==> config.mk <==
export PLATFORM = sky130hd
export DESIGN_NAME = spi_slave_core_flat
export DESIGN_NICKNAME = d
export VERILOG_FILES = /design/src/rtl/spi_pkg.sv /design/src/rtl/spi_slave_core_if.sv /design/src/rtl/spi_sync_edge.sv /design/src/rtl/spi_slave_core.sv /design/src/flat_wrapper.sv
export SDC_FILE = /design/constraint.sdc
export NUM_CORES = 1
export LEC_CHECK = 0
export ABC_AREA = 1
export BUFFER_PORTS_ARGS = -buffer_cell sky130_fd_sc_hd__buf_4
export CORE_ASPECT_RATIO = 0.75
export CORE_MARGIN = 10
export CORE_UTILIZATION = 45
export CTS_CLUSTER_DIAMETER = 150
export DETAILED_ROUTE_END_ITERATION = 10
export PLACE_DENSITY = 0.7
export REMOVE_ABC_BUFFERS = 1
export SYNTH_ARGS = -nofsm -noshare
export SYNTH_HDL_FRONTEND = slang
export SYNTH_SLANG_ARGS = --single-unit
==> constraint.sdc <==
create_clock -name s_axi_aclk -period 1.4 [get_ports s_axi_aclk]
set_input_delay 0.42 -clock s_axi_aclk [delete_from_list [all_inputs] [get_ports s_axi_aclk]]
set_output_delay 0.42 -clock s_axi_aclk [all_outputs]
set_load 0.005 [all_outputs]
==> src/rtl/spi_pkg.sv <==
// Shared types and defaults for the SPI responder: FSM state, default sizes,
// and the bit-counter width helper.
package spi_pkg;
  typedef enum logic {IDLE, SHIFT} spi_state_e;

  localparam int SPI_DATA_W_DEF = 8;
  localparam int SPI_SYNC_DEF   = 2;

  function automatic int spi_cnt_w(input int w);
    return (w <= 2) ? 1 : $clog2(w);
  endfunction
endpackage

==> src/rtl/spi_slave_core_if.sv <==
// SPI pins plus TX/RX word streams and status of the SPI responder.
// The slave modport is the core's view; master is the link/stream side.
interface spi_slave_core_if
  import spi_pkg::*;
#(
  parameter int DATA_W = SPI_DATA_W_DEF
);
  logic              spi_sclk;
  logic              spi_cs_n;
  logic              spi_mosi;
  logic              spi_miso;
  logic [DATA_W-1:0] tx_data;
  logic              tx_valid;
  logic              tx_ready;
  logic [DATA_W-1:0] rx_data;
  logic              rx_valid;
  logic              rx_ready;
  logic              busy;
  logic              tx_underrun;
  logic              rx_overrun;
  logic              frame_abort;

  modport slave (
    input  spi_sclk, spi_cs_n, spi_mosi, tx_data, tx_valid, rx_ready,
    output spi_miso, tx_ready, rx_data, rx_valid, busy,
           tx_underrun, rx_overrun, frame_abort
  );

  modport master (
    output spi_sclk, spi_cs_n, spi_mosi, tx_data, tx_valid, rx_ready,
    input  spi_miso, tx_ready, rx_data, rx_valid, busy,
           tx_underrun, rx_overrun, frame_abort
  );
endinterface

==> src/rtl/spi_sync_edge.sv <==
// Synchroniser chain for one asynchronous input, with 1-cycle rise/fall strobes
// taken between the last stage and one extra delay flop.
module spi_sync_edge #(
  parameter int   STAGES  = 2,
  parameter logic RST_VAL = 1'b0
) (
  input  logic clk,
  input  logic rst_n,
  input  logic d,
  output logic q,
  output logic rise,
  output logic fall
);
  logic [STAGES-1:0] chain;
  logic              dly;

  always_ff @(posedge clk) begin
    if (!rst_n) begin
      chain <= {STAGES{RST_VAL}};
      dly   <= RST_VAL;
    end else begin
      chain <= {chain[STAGES-2:0], d};
      dly   <= chain[STAGES-1];
    end
  end

  assign q    = chain[STAGES-1];
  assign rise = q & ~dly;
  assign fall = ~q & dly;
endmodule

==> src/rtl/spi_slave_core.sv <==
// Mode-0 SPI responder on the system clock: oversampled SCLK/CS_N/MOSI,
// MSB-first shift registers, valid/ready TX and RX word streams, status pulses.
module spi_slave_core
  import spi_pkg::*;
#(
  parameter int DATA_W      = SPI_DATA_W_DEF,
  parameter int SYNC_STAGES = SPI_SYNC_DEF
) (
  input logic             s_axi_aclk,
  input logic             s_axi_aresetn,
  spi_slave_core_if.slave bus
);
  localparam int                CNT_W    = spi_cnt_w(DATA_W);
  localparam logic [CNT_W-1:0] CNT_LAST = CNT_W'(DATA_W - 1);

  logic sclk_s, sclk_rise, sclk_fall;
  logic cs_s, cs_rise, cs_fall;
  logic [SYNC_STAGES-1:0] mosi_chain;
  logic mosi_s;

  spi_sync_edge #(.STAGES(SYNC_STAGES), .RST_VAL(1'b0)) u_sclk_sync (
    .clk(s_axi_aclk), .rst_n(s_axi_aresetn), .d(bus.spi_sclk),
    .q(sclk_s), .rise(sclk_rise), .fall(sclk_fall)
  );

  spi_sync_edge #(.STAGES(SYNC_STAGES), .RST_VAL(1'b1)) u_cs_sync (
    .clk(s_axi_aclk), .rst_n(s_axi_aresetn), .d(bus.spi_cs_n),
    .q(cs_s), .rise(cs_rise), .fall(cs_fall)
  );

  // Same depth as the SCLK chain so mosi_s lines up with sclk_rise.
  always_ff @(posedge s_axi_aclk) begin
    if (!s_axi_aresetn) mosi_chain <= '0;
    else                mosi_chain <= {mosi_chain[SYNC_STAGES-2:0], bus.spi_mosi};
  end
  assign mosi_s = mosi_chain[SYNC_STAGES-1];

  spi_state_e        state;
  logic [CNT_W-1:0]  bit_cnt;
  logic [DATA_W-1:0] tx_shift;
  logic [DATA_W-2:0] rx_shift;
  logic [DATA_W-1:0] rx_next;
  logic [DATA_W-1:0] rx_data;
  logic              rx_valid;
  logic              miso;
  logic              tx_ready;
  logic              skip_shift;
  logic              tx_underrun, rx_overrun, frame_abort;

  assign rx_next = {rx_shift, mosi_s};

  always_ff @(posedge s_axi_aclk) begin
    if (!s_axi_aresetn) begin
      state       <= IDLE;
      bit_cnt     <= '0;
      tx_shift    <= '0;
      rx_shift    <= '0;
      rx_data     <= '0;
      rx_valid    <= 1'b0;
      miso        <= 1'b0;
      tx_ready    <= 1'b0;
      skip_shift  <= 1'b0;
      tx_underrun <= 1'b0;
      rx_overrun  <= 1'b0;
      frame_abort <= 1'b0;
    end else begin
      tx_ready    <= 1'b0;
      tx_underrun <= 1'b0;
      rx_overrun  <= 1'b0;
      frame_abort <= 1'b0;

      // Load slot; after a word completion MISO waits for the next SCLK fall.
      if (tx_ready) begin
        if (bus.tx_valid) tx_shift <= bus.tx_data;
        else begin
          tx_shift    <= '0;
          tx_underrun <= 1'b1;
        end
        if (!skip_shift) miso <= bus.tx_valid & bus.tx_data[DATA_W-1];
      end

      if (rx_valid && bus.rx_ready) rx_valid <= 1'b0;

      case (state)
        IDLE: begin
          if (cs_fall) begin
            state      <= SHIFT;
            tx_ready   <= 1'b1;
            bit_cnt    <= '0;
            skip_shift <= 1'b0;
          end
        end
        SHIFT: begin
          if (cs_rise) begin
            state      <= IDLE;
            miso       <= 1'b0;
            bit_cnt    <= '0;
            skip_shift <= 1'b0;
            if (bit_cnt != '0) frame_abort <= 1'b1;
          end else begin
            if (sclk_rise && sclk_s) begin
              rx_shift <= rx_next[DATA_W-2:0];
              if (bit_cnt == CNT_LAST) begin
                rx_data    <= rx_next;
                rx_valid   <= 1'b1;
                rx_overrun <= rx_valid & ~bus.rx_ready;
                bit_cnt    <= '0;
                tx_ready   <= 1'b1;
                skip_shift <= 1'b1;
              end else begin
                bit_cnt <= bit_cnt + 1'b1;
              end
            end
            if (sclk_fall) begin
              if (skip_shift) begin
                miso       <= tx_shift[DATA_W-1];
                skip_shift <= 1'b0;
              end else begin
                tx_shift <= {tx_shift[DATA_W-2:0], 1'b0};
                miso     <= tx_shift[DATA_W-2];
              end
            end
          end
        end
        default: state <= IDLE;
      endcase
    end
  end

  assign bus.spi_miso    = miso;
  assign bus.tx_ready    = tx_ready;
  assign bus.rx_data     = rx_data;
  assign bus.rx_valid    = rx_valid;
  assign bus.busy        = ~cs_s;
  assign bus.tx_underrun = tx_underrun;
  assign bus.rx_overrun  = rx_overrun;
  assign bus.frame_abort = frame_abort;
endmodule

==> src/flat_wrapper.sv <==
// flat-port wrapper written by rule: the top's interface ports become plain ports
module spi_slave_core_flat import spi_pkg::*;
#(
  parameter int DATA_W      = SPI_DATA_W_DEF,
  parameter int SYNC_STAGES = SPI_SYNC_DEF
)
  (s_axi_aclk, s_axi_aresetn, bus_spi_sclk, bus_spi_cs_n, bus_spi_mosi, bus_tx_data, bus_tx_valid, bus_rx_ready, bus_spi_miso, bus_tx_ready, bus_rx_data, bus_rx_valid, bus_busy, bus_tx_underrun, bus_rx_overrun, bus_frame_abort);
  spi_slave_core_if #(.DATA_W(DATA_W)) bus_i ();
  input logic s_axi_aclk;
  input logic s_axi_aresetn;
  input wire logic [$bits(bus_i.spi_sclk)-1:0] bus_spi_sclk;
  input wire logic [$bits(bus_i.spi_cs_n)-1:0] bus_spi_cs_n;
  input wire logic [$bits(bus_i.spi_mosi)-1:0] bus_spi_mosi;
  input wire logic [$bits(bus_i.tx_data)-1:0] bus_tx_data;
  input wire logic [$bits(bus_i.tx_valid)-1:0] bus_tx_valid;
  input wire logic [$bits(bus_i.rx_ready)-1:0] bus_rx_ready;
  output wire logic [$bits(bus_i.spi_miso)-1:0] bus_spi_miso;
  output wire logic [$bits(bus_i.tx_ready)-1:0] bus_tx_ready;
  output wire logic [$bits(bus_i.rx_data)-1:0] bus_rx_data;
  output wire logic [$bits(bus_i.rx_valid)-1:0] bus_rx_valid;
  output wire logic [$bits(bus_i.busy)-1:0] bus_busy;
  output wire logic [$bits(bus_i.tx_underrun)-1:0] bus_tx_underrun;
  output wire logic [$bits(bus_i.rx_overrun)-1:0] bus_rx_overrun;
  output wire logic [$bits(bus_i.frame_abort)-1:0] bus_frame_abort;
  assign bus_i.spi_sclk = bus_spi_sclk;
  assign bus_i.spi_cs_n = bus_spi_cs_n;
  assign bus_i.spi_mosi = bus_spi_mosi;
  assign bus_i.tx_data = bus_tx_data;
  assign bus_i.tx_valid = bus_tx_valid;
  assign bus_i.rx_ready = bus_rx_ready;
  assign bus_spi_miso = bus_i.spi_miso;
  assign bus_tx_ready = bus_i.tx_ready;
  assign bus_rx_data = bus_i.rx_data;
  assign bus_rx_valid = bus_i.rx_valid;
  assign bus_busy = bus_i.busy;
  assign bus_tx_underrun = bus_i.tx_underrun;
  assign bus_rx_overrun = bus_i.rx_overrun;
  assign bus_frame_abort = bus_i.frame_abort;
  spi_slave_core #(.DATA_W(DATA_W), .SYNC_STAGES(SYNC_STAGES)) u_core (.s_axi_aclk(s_axi_aclk), .s_axi_aresetn(s_axi_aresetn), .bus(bus_i));
endmodule
**Word-level counts from Yosys, hierarchy flattened**

Index checks and enable logic that the tools add are counted.

- Muxes and demuxes: 38
- Bitwise logic cells: 16
- Equality and inequality tests: 3
- Reductions and logical operators: 9
- Add/sub/neg operators: 1

Operators with widths:

| cell | count |
|---|---|
| $mux W8 | 6 |
| $mux W1 | 24 |
| $mux W3 | 4 |
| $not A1 Y1 | 10 |
| $and A1 B1 Y1 | 6 |
| $pmux W1 S2 | 3 |
| $pmux W3 S2 | 1 |
| $reduce_and A3 Y1 | 2 |
| $reduce_or A5 Y1 | 1 |
| $reduce_and A2 Y1 | 2 |
| $reduce_and A4 Y1 | 1 |
| $add A3 B1 Y3 const B | 1 |
| $eq A3 B3 Y1 const B | 1 |
| $ne A3 B2 Y1 const B | 1 |
| $reduce_bool A3 Y1 | 1 |
| $logic_and A1 B1 Y1 | 2 |
| $ne A2 B1 Y1 const B | 1 |

- Word-level logic and storage cells: 84
- Input port bits: 15
- Output and inout bits: 15
- Register bits after elaboration: 42

**Logic depth before layout (Yosys ltp)**

- Depth in word-level cells: 8
- Gate-level depth with buffers: 8
- Gate-level depth less buffers: 8

**By module**

From an unflattened synthesis, not the netlist that was laid out.

- Cell total of the unflattened synthesis: 208
- Area total of the unflattened synthesis: 1696.6 sq um

Modules (own cells, without submodules):

| module | cells an instance | area each (sq um) | seq. area each (sq um) | times used |
|---|---|---|---|---|
| spi_slave_core | 183 | 1502.7 | 720.7 | 1 |
| spi_sync_edge at u_core.u_sclk_sync | 13 | 100.1 | 60.1 | 1 |
| spi_sync_edge at u_core.u_cs_sync | 12 | 93.8 | 60.1 | 1 |

**Worst setup path after synthesis**

Ideal clock, no wire load.

- Path kind: register to register
- Start point: reg u_core.bit_cnt[0]
- End point: reg u_core.tx_ready (netlist: u_core.bus.tx_ready)
- Arrival time: 1.078 ns
- Library setup time: 0.123 ns
- Buffers on the path: 0
- Period minus slack after synthesis: 1.202 ns
- Data required time: 1.277 ns
- Slack: 0.198 ns
- Stages on the path, launching flop included: 7
- Path through: dfxtp_1 -> ha_1 -> ha_1 -> nand2_4 -> inv_2 -> nand2_4 -> o31ai_1

- Longest elaborated chain between the ends: 5

RTL lines:

| what | RTL line | text |
|---|---|---|
| start: declaration | spi_slave_core.sv:39 | `logic [CNT_W-1:0] bit_cnt;` |
| start signal: assignment | spi_slave_core.sv:111 | `bit_cnt <= bit_cnt + 1'b1;` |
| $eq A3 B3 Y1 | spi_slave_core.sv:103 | `if (bit_cnt == CNT_LAST) begin` |
| $mux W1 | spi_slave_core.sv:103 |  |
| $mux W1 | spi_slave_core.sv:101 | `if (sclk_rise && sclk_s) begin` |
| $mux W1 | spi_slave_core.sv:94 | `if (cs_rise) begin` |
| $pmux W1 S2 | spi_slave_core.sv:84 | `case (state)` |
| end signal: assignment | spi_slave_core.sv:67 | `tx_ready <= 1'b0;` |
| end signal: assignment | spi_slave_core.sv:88 | `tx_ready <= 1'b1;` |
| end signal: assignment | spi_slave_core.sv:108 | `tx_ready <= 1'b1;` |
| end: declaration | spi_slave_core.sv:46 | `logic tx_ready;` |

Every way passes these cells.
A chain may end at the register's enable or synchronous reset.

**Worst setup path in the final report**

- Start point: reg u_core.u_cs_sync.chain[1]
- End point: out bus_busy

- Longest elaborated chain between the ends: 1

RTL lines:

| what | RTL line | text |
|---|---|---|
| start: declaration | spi_sync_edge.sv:14 | `logic [STAGES-1:0] chain;` |
| start signal: assignment | spi_sync_edge.sv:19 | `chain <= {STAGES{RST_VAL}};` |
| start signal: assignment | spi_sync_edge.sv:22 | `chain <= {chain[STAGES-2:0], d};` |
| $not A1 Y1 | spi_slave_core.sv:134 | `assign bus.busy = ~cs_s;` |
| end: declaration | flat_wrapper.sv:21 | `output wire logic [$bits(bus_i.busy)-1:0] bus_busy;` |

Every way passes these cells.

==> results.ini <==
[critical_path]
critPathBufInv=2
max_stage_delay_ns=0.39
cp_max_fo=3
critical-path-slowest-cell=dfxtp_1
worst_ep_required_time_ns=0.98
crit_path_start_kind=register
path_cells=inv_1 > buf_4
endpoint_kind=output pin
critical_path_class=reg -> out
crit_family=flip-flops
crit_arrival_ns=0.92

[global_route]
grt_max_degree=31
antenna_found_initial=0
grt_use_total_pct=10.9
grt_pass1_vias=1306
overflow=0
grt_pass1_wl_mm=5.91

[floorplan]
ios=30
die_y_um=72.8
coreArea_mm2=0.00361
rows=19
start_util_pct=46.4
fp.dieW_um=90.5
die_area_mm2=0.00659

[yosys]
yosysUniqueCellTypes=23
yosysSeqAreaShare_pct=50.2
synth_edf_count=0
synth_area_mm2=0.00168
synthCells=217
yosys-top-cells-area=dfxtp_1, nand2_1, inv_1
yosysWarnings=0
ys_ff_latch=42
yosysMostFrequentCell=dfxtp_1
synth_top_area_cell=dfxtp_1
yosysTopAreaCellShare_pct=50.2
syn_area_per_cell_um2=7.72
async_reset_ff_share_pct=0
ys.flop_type=dfxtp_1
synthTopCellsByCount=dfxtp_1, nand2_1, inv_1, nor2_1, nand3_1

[hold_path]
hold_class=in -> reg

[timing]
final_max_slew_viol_count=0
rsz0062_at_grt=no
slew_headroom_pct=78.2
setup_viol=0
fin_ws_ns=0.0566
layout_worst_path_cycle_share_pct=96.0
setup-tns-final_ns=0
hold_violations=0
worst_slew_pin_slew_ns=0.327
finClkSkew_ns=0.00358
hold-worst-slack_ns=0.296
min_period_ns=1.34
fmax_mhz=744

[cts]
clk_latency_ns=0.30
clockBufferDepth=2
cts_tree=built
cts.sinks=42
cts.clk_slew.worst_paths_ns=0.08
htreeDepth=2
cts-root-buf=clkbuf_8
cts_buffers=5

[route]
ant_nets=0
drc=0
initialDrtViolationCount=96
first_pass_iters=4
routed_wirelength_mm=3.38
drt-vias-per-instance=4.57
wl_per_cell_um=11.2
num_vias=1379

[cells_and_area]
drive_gt1_share_pct=24.0
diodes=0
final_nets=267
post-route-cell-area_mm2=0.00206
area_delta_synth_final_pct=22.9

[pwr]
cellPowerDensity_mw_per_mm2=1060
p_leak_uw=0.000944
ir_drop_mv=0.758

[job]
drv_cap=0

[placement]
dp_hpwl_mm=2.48
place.gp.congestion=0.785
placed_cell_area_mm2=0.00196
preCtsSetupSlack_ns=0.0984
port_buffers=29

[outcome]
status=complete, no violations

## report_power, final
part	internal [uW]	total (uW)	switching, uW
sequential	1220	1230	14.5
clock	396	812	416
combinational	66.5	145	79.0
## cells in the final DEF, fill, tap and decap left out, drive strengths merged, types with 3 or more instances in the layout
cell    instances
a21oi          12
nand3          21
nand2          43
nor2           26
ha              3
buf            32
dfxtp          42
inv            31
o21ai          27
clkbuf          6
## stage by stage
stage | utilization [%] | power [uW] | std cells
floorplan | - | 1330 | 210
CTS | 56.9 | 2210 | 302
global placement | 54.2 | 1400 | 294
global route | 57.0 | 2280 | 302
detailed placement | 54.2 | 1400 | 294
finish | 57.0 | 2190 | 302
## cell type report
type,count,area (um2)
inverters,31,116
clock buffers,6,82.6
clock inverters,2,12.5
well taps,52,65.1
repair buffers,32,253
fillers,346,1560
flip-flops and latches,42,842
multi-input cells,137,687
## state kept, by name (all words and copies together), names as in the netlist
register,flops
u_core.tx_shift,8
u_core.mosi_chain,2
u_core.bus.rx_valid,1
u_core.bit_cnt,3
u_core.bus.frame_abort,1
u_core.bus.rx_data,8
u_core.u_sclk_sync.dly,1
u_core.skip_shift,1
u_core.bus.tx_ready,1
u_core.bus.rx_overrun,1
u_core.bus.spi_miso,1
u_core.rx_shift,7
u_core.u_sclk_sync.chain,2
u_core.u_cs_sync.dly,1
u_core.bus.tx_underrun,1
u_core.state,1
u_core.u_cs_sync.chain,2
## layer usage
layer,track usage [%],vias up,wire [um]
li1,-,748,-
met1,13.6,590,1760
met2,16.2,34,1370
met3,3.29,7,156
met4,7.39,0,92
met5,0,-,0
## logic make-up (layout without fill, tap and decap cells)
family	Yosys count	count (layout)	share of synthesized area, %
AND/OR/NAND/NOR	93	93	24.7
flip-flops	42	42	50.2
buffers and inverters	38	71	8.96
AO/OA/AOI/OAI	41	41	13.9
adder cells (fa/ha/maj)	3	3	2.24
## tightest hold or removal path: stages
cell	delay (ns)
buf_4	0.07
nand2_1	0.04
inv_1	0.04
## final timing paths
kind | depth (start not counted) | end | from | slack [ns]
setup / recovery | 2 | bus_busy | u_core.u_cs_sync.chain[1] | 0.06
hold / removal | 3 | u_core.u_sclk_sync.chain[0] | bus_spi_sclk | 0.30
setup reg to reg | 6 | u_core.bus.tx_ready | u_core.bit_cnt[0] | 0.08
hold reg to reg | 1 | u_core.u_cs_sync.chain[1] | u_core.u_cs_sync.chain[0] | 0.41
## timing repair
item	in CTS	in global routing
buffers inserted	0	0
endpoints found under the setup margin	0	7
resized for setup	0	3
hold buffers	0	0
No activity file was read; power rests on OpenSTA's default activity.
